--- config.mk ---
export PLATFORM = sky130hd
export DESIGN_NAME = tmds_video_encoder
export DESIGN_NICKNAME = d
export VERILOG_FILES = /design/src/rtl/tmds_video_encoder.sv
export SDC_FILE = /design/constraint.sdc
export NUM_CORES = 1
export LEC_CHECK = 0
export BUFFER_PORTS_ARGS = -buffer_cell sky130_fd_sc_hd__clkbuf_2
export CAP_MARGIN = 20
export CORE_ASPECT_RATIO = 0.75
export CORE_MARGIN = 2
export CORE_UTILIZATION = 35
export DETAILED_ROUTE_END_ITERATION = 10
export PLACE_DENSITY = 0.61
export RECOVER_POWER = 100
export SLEW_MARGIN = 20
export SYNTH_ARGS = -nofsm -noshare
export SYNTH_HDL_FRONTEND = slang
export SYNTH_SLANG_ARGS = --single-unit
--- constraint.sdc ---
create_clock -name clk_hdmi_in -period 5.9 [get_ports clk_hdmi_in]
set_clock_uncertainty 0.15 [all_clocks]
set_input_delay 0.295 -clock clk_hdmi_in [delete_from_list [all_inputs] [get_ports clk_hdmi_in]]
set_output_delay 0.295 -clock clk_hdmi_in [all_outputs]
set_load 0.01 [all_outputs]
--- src/rtl/tmds_video_encoder.sv ---
// Three-channel DVI/HDMI TMDS 8b/10b encoder (blue=ch0, green=ch1, red=ch2), two-stage pipeline.
// Define VIDEO_GUARD_BAND_EN to insert the HDMI leading video guard band (latency grows from 2 to 4).
module tmds_video_encoder (
  input  logic       clk_hdmi_in,
  input  logic       rst_in,
  input  logic       vsync_in,
  input  logic       hsync_in,
  input  logic       active_draw_in,
  input  logic [7:0] red_in,
  input  logic [7:0] green_in,
  input  logic [7:0] blue_in,
  output logic [9:0] tmds_red_out,
  output logic [9:0] tmds_green_out,
  output logic [9:0] tmds_blue_out
);
  localparam logic [9:0] CTRL_00 = 10'b1101010100;
  localparam logic [9:0] CTRL_01 = 10'b0010101011;
  localparam logic [9:0] CTRL_10 = 10'b0101010100;
  localparam logic [9:0] CTRL_11 = 10'b1010101011;

  logic [7:0] pix [3];
  logic [9:0] sym_out [3];
  logic       s1_act_reg;
  logic [1:0] s1_ctrl_reg;

  assign pix[0] = blue_in;
  assign pix[1] = green_in;
  assign pix[2] = red_in;

  always_ff @(posedge clk_hdmi_in) begin
    if (rst_in) begin
      s1_act_reg  <= 1'b0;
      s1_ctrl_reg <= 2'b00;
    end else begin
      s1_act_reg  <= active_draw_in;
      s1_ctrl_reg <= {vsync_in, hsync_in};
    end
  end

`ifdef VIDEO_GUARD_BAND_EN
  localparam logic [9:0] GUARD_CH02 = 10'b1011001100;
  localparam logic [9:0] GUARD_CH1  = 10'b0100110011;

  logic s2_act_reg;
  logic dly_act_reg;
  logic guard_sel;

  always_ff @(posedge clk_hdmi_in) begin
    if (rst_in) begin
      s2_act_reg  <= 1'b0;
      dly_act_reg <= 1'b0;
    end else begin
      s2_act_reg  <= s1_act_reg;
      dly_act_reg <= s2_act_reg;
    end
  end

  // Replace a control symbol when video follows within the next two symbols.
  assign guard_sel = !dly_act_reg && (s2_act_reg || s1_act_reg);
`endif

  genvar gi;
  generate
    for (gi = 0; gi < 3; gi++) begin : g_ch
      logic [3:0]        ones;
      logic              use_xnor;
      logic              acc;
      logic [7:0]        prefix;
      logic [8:0]        q_m_next;
      logic [8:0]        q_m_reg;
      logic [3:0]        n1;
      logic signed [4:0] diff;
      logic signed [4:0] two_q8;
      logic signed [4:0] cnt_reg;
      logic signed [4:0] cnt_next;
      logic [1:0]        ctrl;
      logic [9:0]        ctrl_sym;
      logic [9:0]        sym_next;
      logic [9:0]        sym_reg;

      // XNOR chain equals the XOR prefix with every odd bit inverted.
      always_comb begin
        ones     = 4'($countones(pix[gi]));
        use_xnor = (ones > 4'd4) || ((ones == 4'd4) && !pix[gi][0]);
        acc      = 1'b0;
        prefix   = '0;
        for (int i = 0; i < 8; i++) begin
          acc       = acc ^ pix[gi][i];
          prefix[i] = acc;
        end
        q_m_next = {~use_xnor, use_xnor ? (prefix ^ 8'b1010_1010) : prefix};
      end

      always_ff @(posedge clk_hdmi_in) begin
        if (rst_in) q_m_reg <= '0;
        else        q_m_reg <= q_m_next;
      end

      always_comb begin
        ctrl = (gi == 0) ? s1_ctrl_reg : 2'b00;
        case (ctrl)
          2'b00:   ctrl_sym = CTRL_00;
          2'b01:   ctrl_sym = CTRL_01;
          2'b10:   ctrl_sym = CTRL_10;
          default: ctrl_sym = CTRL_11;
        endcase
        n1       = 4'($countones(q_m_reg[7:0]));
        diff     = $signed({n1, 1'b0} - 5'd8);
        two_q8   = $signed({3'b000, q_m_reg[8], 1'b0});
        sym_next = ctrl_sym;
        cnt_next = 5'sd0;
        if (s1_act_reg) begin
          if ((cnt_reg == 5'sd0) || (n1 == 4'd4)) begin
            sym_next = {~q_m_reg[8], q_m_reg[8], q_m_reg[8] ? q_m_reg[7:0] : ~q_m_reg[7:0]};
            cnt_next = q_m_reg[8] ? (cnt_reg + diff) : (cnt_reg - diff);
          end else if (((cnt_reg > 5'sd0) && (n1 > 4'd4)) || ((cnt_reg < 5'sd0) && (n1 < 4'd4))) begin
            sym_next = {1'b1, q_m_reg[8], ~q_m_reg[7:0]};
            cnt_next = cnt_reg + two_q8 - diff;
          end else begin
            sym_next = {1'b0, q_m_reg[8], q_m_reg[7:0]};
            cnt_next = cnt_reg + diff - (q_m_reg[8] ? 5'sd0 : 5'sd2);
          end
        end
      end

      always_ff @(posedge clk_hdmi_in) begin
        if (rst_in) begin
          sym_reg <= CTRL_00;
          cnt_reg <= 5'sd0;
        end else begin
          sym_reg <= sym_next;
          cnt_reg <= cnt_next;
        end
      end

`ifdef VIDEO_GUARD_BAND_EN
      localparam logic [9:0] GUARD = (gi == 1) ? GUARD_CH1 : GUARD_CH02;
      logic [9:0] dly_reg;
      logic [9:0] out_reg;

      always_ff @(posedge clk_hdmi_in) begin
        if (rst_in) begin
          dly_reg <= CTRL_00;
          out_reg <= CTRL_00;
        end else begin
          dly_reg <= sym_reg;
          out_reg <= guard_sel ? GUARD : dly_reg;
        end
      end

      assign sym_out[gi] = out_reg;
`else
      assign sym_out[gi] = sym_reg;
`endif
    end
  endgenerate

  assign tmds_blue_out  = sym_out[0];
  assign tmds_green_out = sym_out[1];
  assign tmds_red_out   = sym_out[2];
endmodule

==> metrics.yaml, run 1 <==
outcome:
  outcome: "complete, but fails checks"
  violations: "capacitance limit, slew limit"
die:
  initial_core_util: 0.358
  rows: 39
  dieHeight_um: 112
  dieArea_um2: 16600
  io_pins: 59
  die_w_um: 148
  core-area_um2: 15200
logic_synthesis:
  synth_xor_area_frac: 0.140
  yosys-top-cells-count: "98 x inv_1, 72 x dfxtp_1, 65 x ha_1"
  synth.net_count: 719
  synth_top_cell_by_area: "dfxtp_1"
  synth.top_cell.area_share: 0.264
  yosys.area_share.adder: 0.289
  synth_compound_area_frac: 0.113
  syn_area_um2: 5450
  async_flop_share: 0
  synth_simple_gate_area_frac: 0.106
  synth_cell_type_count: 50
  synth-seq-cells: 72
  syn_area_per_cell_um2: 9.29
  synth_edf_count: 0
  yosys_most_used_dff: "dfxtp_1"
  yosysWarningCount: 0
  yosysSeqAreaShare: 0.264
  synth.area.mux_share: 0.00918
  yosysMostFrequentCell: "inv_1"
  synth_top_family_by_area: "adder cells"
  synthTopCellsByArea: "dfxtp_1 26%, ha_1 15%, fa_1 14%, xnor2_1 8.4%, inv_1 6.7%"
  syn_inst: 587
clock_network:
  path_clk_slew_ns: 0.06
  hold_buffers: 0
  cts-root-buf: "clkbuf_16"
  clock_path_buffers: 2
  cts_resized: 0
  cts_tree: "yes"
  post_cts_buffers: 0
  cts_htree_levels: 3
  cts_sinks: 72
  clk_latency_ns: 0.33
  cts_made_buffers: 9
route:
  drt_drc_violations_left: 0
  wire_per_inst_um: 12.7
  ant_nets: 0
  vias: 3833
  routed_wirelength_um: 10800
  viasPerCell: 4.49
  first_iter_violations: 213
  dr.pass1.iters: 4
setup_path:
  cp.required_ns: 5.93
  arrival_ns: 5.05
  crit_path_start_kind: "flip-flop"
  end_kind: "flip-flop"
  cp_slowest_cell: "a21oi_1"
  critPathMaxStageDelay_ns: 0.77
  path_buf_inv: 2
  crit_family: "adder cells"
  critPathMaxFanout: 9
  path_cells: "fa_1, inv_1, fa_1, fa_1, inv_1, ha_1, fa_1, xor2_1, ha_1, or3b_1, o31ai_1, mux2i_1, a21oi_1, xnor2_1, nand2_1"
  crit_type: "reg -> reg"
  crit_path_frequent_cell: "fa_1"
timing:
  fmax_mhz: 199
  drv_slew: 37
  period_minus_slack_ns: 5.02
  setup_viol: 0
  worstMarginPinSlew_ns: 1.52
  rsz0062_at_grt: "no"
  hold_viol: 0
  relSlewSlack: -0.0122
  fin_setup_tns_ns: 0
  fin_crit_sh: 0.851
grt:
  antenna_found_initial: 0
  grt.overflow.total: 0
  grt_pass1_wl_um: 18900
  grt_max_degree: 37
  grt_pass1_vias: 4011
  groute.usage.overall: 0.139
final_layout:
  largest_register_ffs: 27
  nFillCells: 1556
  fin_nets: 775
  n_antenna_cell: 0
  register_area_um2: 1440
  multi_input_area_um2: 3540
  drive_above_1_share: 0.0725
  syn_to_final_growth_pct: 12.8
place:
  io_buffers: 58
  gp_congestion: 0.856
  dpl.hpwl_um: 8850
job:
  drv_cap: 1
hold_path:
  hp-class: "in -> reg"
cells in the final DEF, fill, tap and decap left out, types with 9 or more instances in the layout:
| cell | count |
|---|---|
| inv_1 | 99 |
| dfxtp_1 | 72 |
| ha_1 | 65 |
| nor2_1 | 59 |
| xnor2_1 | 52 |
| fa_1 | 38 |
| clkbuf_1 | 35 |
| xor2_1 | 30 |
| a21oi_1 | 27 |
| clkbuf_2 | 24 |
| nand2_1 | 22 |
| nor2b_1 | 13 |
| o21ai_0 | 11 |
| a211oi_1 | 11 |
| clkbuf_16 | 9 |
through the flow:
step           utilization  std cells  setup slack, ns  area, um2  hold WS, ns
2_1_floorplan            -        587             1.55       5450        0.273
3_3_place_gp         0.391        837             1.35       5950        0.321
3_5_place_dp         0.391        837             1.25       5950        0.315
6_report             0.404        853            0.882       6150       0.0454
5_1_grt              0.404        853            0.625       6150       0.0266
4_1_cts              0.410        853             1.23       6240       0.0297
metal layers:
metal,vias to the layer above,track usage,share of wire
met5,-,0,0
met4,0,0.0317,0.0047
met3,9,0.0276,0.030
met2,75,0.209,0.43
met1,1777,0.207,0.54
li1,1972,-,-
cells by family (layout without fill, tap and decap cells):
kind of cell	Yosys count	count (layout)
and+or+nand+nor	124	124
buffers and inverters	113	174
adders and majority gates	103	103
AOI/OAI and AO/OA	86	86
xor gates and xnor gates	84	84
DFF	72	72
muxes	5	5
layout make-up:
| class | count | share of cell area |
|---|---|---|
| inverters | 99 | 0.0604 |
| well taps | 205 | 0.0417 |
| clock inverters | 6 | 0.00813 |
| flip-flops and latches | 72 | 0.234 |
| clock buffers | 10 | 0.0388 |
| repair buffers | 59 | 0.0409 |
| multi-input cells | 402 | 0.576 |
path summary, 6_finish.rpt:
check / endpoint / slack (ns) / start / depth (start not counted)
min: g_ch[0].ctrl[1] / 0.05 / vsync_in / 2
max reg2reg: tmds_green_out[4] / 0.88 / g_ch[1].q_m_reg[0] / 15
max: tmds_green_out[4] / 0.88 / g_ch[1].q_m_reg[0] / 15
min reg2reg: tmds_blue_out[0] / 0.33 / g_ch[0].q_m_reg[0] / 1
Power of run 1 is left out: the tool's default activity adds up to more than one toggle a clock period on the data nets, which glitch-free logic cannot reach.
==> inputs of run 2 (changes only) <==
--- a/config.mk
+++ b/config.mk
@@ -7,12 +7,13 @@
 export LEC_CHECK = 0
 export BUFFER_PORTS_ARGS = -buffer_cell sky130_fd_sc_hd__clkbuf_2
 export CAP_MARGIN = 20
-export CORE_ASPECT_RATIO = 0.75
+export CORE_ASPECT_RATIO = 0.9
 export CORE_MARGIN = 2
 export CORE_UTILIZATION = 35
 export DETAILED_ROUTE_END_ITERATION = 10
 export PLACE_DENSITY = 0.61
 export RECOVER_POWER = 100
+export SKIP_CTS_REPAIR_TIMING = 1
 export SLEW_MARGIN = 20
 export SYNTH_ARGS = -nofsm -noshare
 export SYNTH_HDL_FRONTEND = slang
==> run 2 against run 1 <==
Net effect: the flow still finishes with violations (capacitance limit, slew limit); die area barely moved; register-to-register slack worse by 0.02 ns; first-iteration DRC count is 28% lower; final cell count down 0.59%; cell area fell by 0.14%; core utilization shrank 0.34 points; via count is 1.4% higher; critical path type unchanged.
==> metrics.yaml, run 2 (synthesized netlist as in run 1, its figures left out) <==
outcome:
  outcome: "complete, but fails checks"  # unchanged
  violations: "capacitance limit, slew limit"  # unchanged
die:
  io_pins: 59  # unchanged
  dieArea_um2: 16600  # about the same
  dieHeight_um: 122  # was 112 um
  core-area_um2: 15300  # was 15200 um2
  die_w_um: 136  # was 148 um
  initial_core_util: 0.356  # was 0.358
  rows: 43  # was 39
timing:
  setup_viol: 0  # unchanged
  drv_slew: 37  # unchanged
  hold_viol: 0  # unchanged
  fin_crit_sh: 0.855  # was 0.851
  layout_setup_ws_ns: 0.857  # was 0.882 ns
  period_minus_slack_ns: 5.04  # was 5.02 ns
  relSlewSlack: -0.00666  # was -0.0122
  rsz0062_at_grt: "no"  # unchanged
  fin_setup_tns_ns: 0  # unchanged
  fmax_mhz: 198  # was 199 MHz
  worstMarginPinSlew_ns: 1.51  # was 1.52 ns
route:
  first_iter_violations: 154  # was 213
  drt_drc_violations_left: 0  # unchanged
  vias: 3885  # was 3833
  routed_wirelength_um: 11100  # was 10800 um
  ant_nets: 0  # unchanged
  viasPerCell: 4.58  # was 4.49
  dr.pass1.iters: 4  # unchanged
  wire_per_inst_um: 13.1  # was 12.7 um
setup_path:
  arrival_ns: 5.08  # was 5.05 ns
  end_kind: "flip-flop"  # unchanged
  r2r_cells: 15  # unchanged
  critPathMaxFanout: 9  # unchanged
  crit_path_start_kind: "flip-flop"  # unchanged
  crit_type: "reg -> reg"  # unchanged
  reg2reg_from: "g_ch[1].q_m_reg[0]"  # unchanged
  startpoint: "g_ch[1].q_m_reg[0]"  # unchanged
  cp.required_ns: 5.93  # about the same
final_layout:
  drive_above_1_share: 0.0697  # was 0.0725
  n_antenna_cell: 0  # unchanged
  finalInstanceArea_um2: 6140  # was 6150 um2
  layout_commonest_cell: "inv_1"  # unchanged
  largest_register_ffs: 27  # unchanged
  stdcell_count: 848  # was 853
  mostFrequentLayoutCells: "99 x inv_1, 72 x dfxtp_1, 65 x ha_1"  # unchanged
  fin_nets: 774  # was 775
  syn_to_final_growth_pct: 12.7  # was 12.8%
place:
  io_buffers: 58  # unchanged
  dpl.hpwl_um: 9070  # was 8850 um
  place_area_um2: 5940  # was 5950 um2
  gp_congestion: 0.836  # was 0.856
  dp_cells: 833  # was 837
  detailedPlace.worstSlack_ns: 1.16  # was 1.25 ns
grt:
  grt_max_degree: 37  # unchanged
  top_usage_layer: "met2"  # unchanged
  grt_pass1_wl_um: 19100  # was 18900 um
  groute.usage.overall: 0.146  # was 0.139
  grt.overflow.total: 0  # unchanged
  grt_use_met3: 0.0273  # was 0.0276
  met1_usage: 0.182  # was 0.207
  antenna_found_initial: 0  # unchanged
  grt_pass1_vias: 4087  # was 4011
  gr-usage-met2: 0.253  # was 0.209
clock_network:
  cts_made_buffers: 9  # unchanged
  cts_sinks: 72  # unchanged
  cts_tree: "yes"  # unchanged
  clock_path_buffers: 2  # unchanged
  clk_latency_ns: 0.34  # was 0.33 ns
  cts-root-buf: "clkbuf_16"  # unchanged
  cts_htree_levels: 3  # unchanged
  path_clk_slew_ns: 0.05  # was 0.06 ns
hold_path:
  hold_depth: 2  # unchanged
  min_from: "vsync_in"  # unchanged
  hp-class: "in -> reg"  # unchanged
job:
  drv_cap: 1  # unchanged
[run 2: cell types whose count changed in the layout (fill, tap and decap cells not counted)]
cell / before / now
clkinv_4: 2 / 1
bufinv_16: 0 / 1
inv_6: 2 / 0
clkinv_2: 0 / 1
clkbuf_8: 1 / 0
[run 2: metal layers]
metal	vias up	share of wire	routed length [um]
met2	62	0.49	5500
met3	14	0.027	304
met5	-	0	0
met1	1835	0.46	5170
li1	1974	-	-
met4	0	0.014	152
[run 2: area by class of cell]
type | instances | area [um2]
Inverter | 99 | 372
Timing Repair Buffer | 58 | 248
Clock buffer | 10 | 229
Clock inverter | 5 | 58.8
Tap cell | 202 | 253
Multi-Input combinational cell | 402 | 3540
Fill cell | 1569 | 9190
Sequential cell | 72 | 1440
[run 2: worst max-delay path, stage by stage (launching register included)]
cell and delay (ns):
dfxtp_1 0.33, fa_1 0.55, inv_1 0.06, fa_1 0.45, fa_1 0.49, inv_1 0.04
ha_1 0.20, fa_1 0.38, xor2_1 0.28, ha_1 0.22, or3b_1 0.42, o31ai_1 0.14
mux2i_1 0.14, a21oi_1 0.78, xnor2_1 0.20, nand2_1 0.07
[run 2: final timing paths]
kind | end | slack (ns)
min reg2reg | tmds_blue_out[5] | 0.31
min | g_ch[0].ctrl[1] | 0.02
max | tmds_green_out[4] | 0.86
max reg2reg | tmds_green_out[4] | 0.86
[run 2: per-stage QoR]
stage	hold slack, ns	utilization
after floorplan	0.273	-
final	0.0162	0.401
after detailed placement	0.307	0.387
after CTS	0.0114	0.406
after global routing	0.0303	0.401
after global placement	0.309	0.387
Power of run 2 is left out for the same reason.
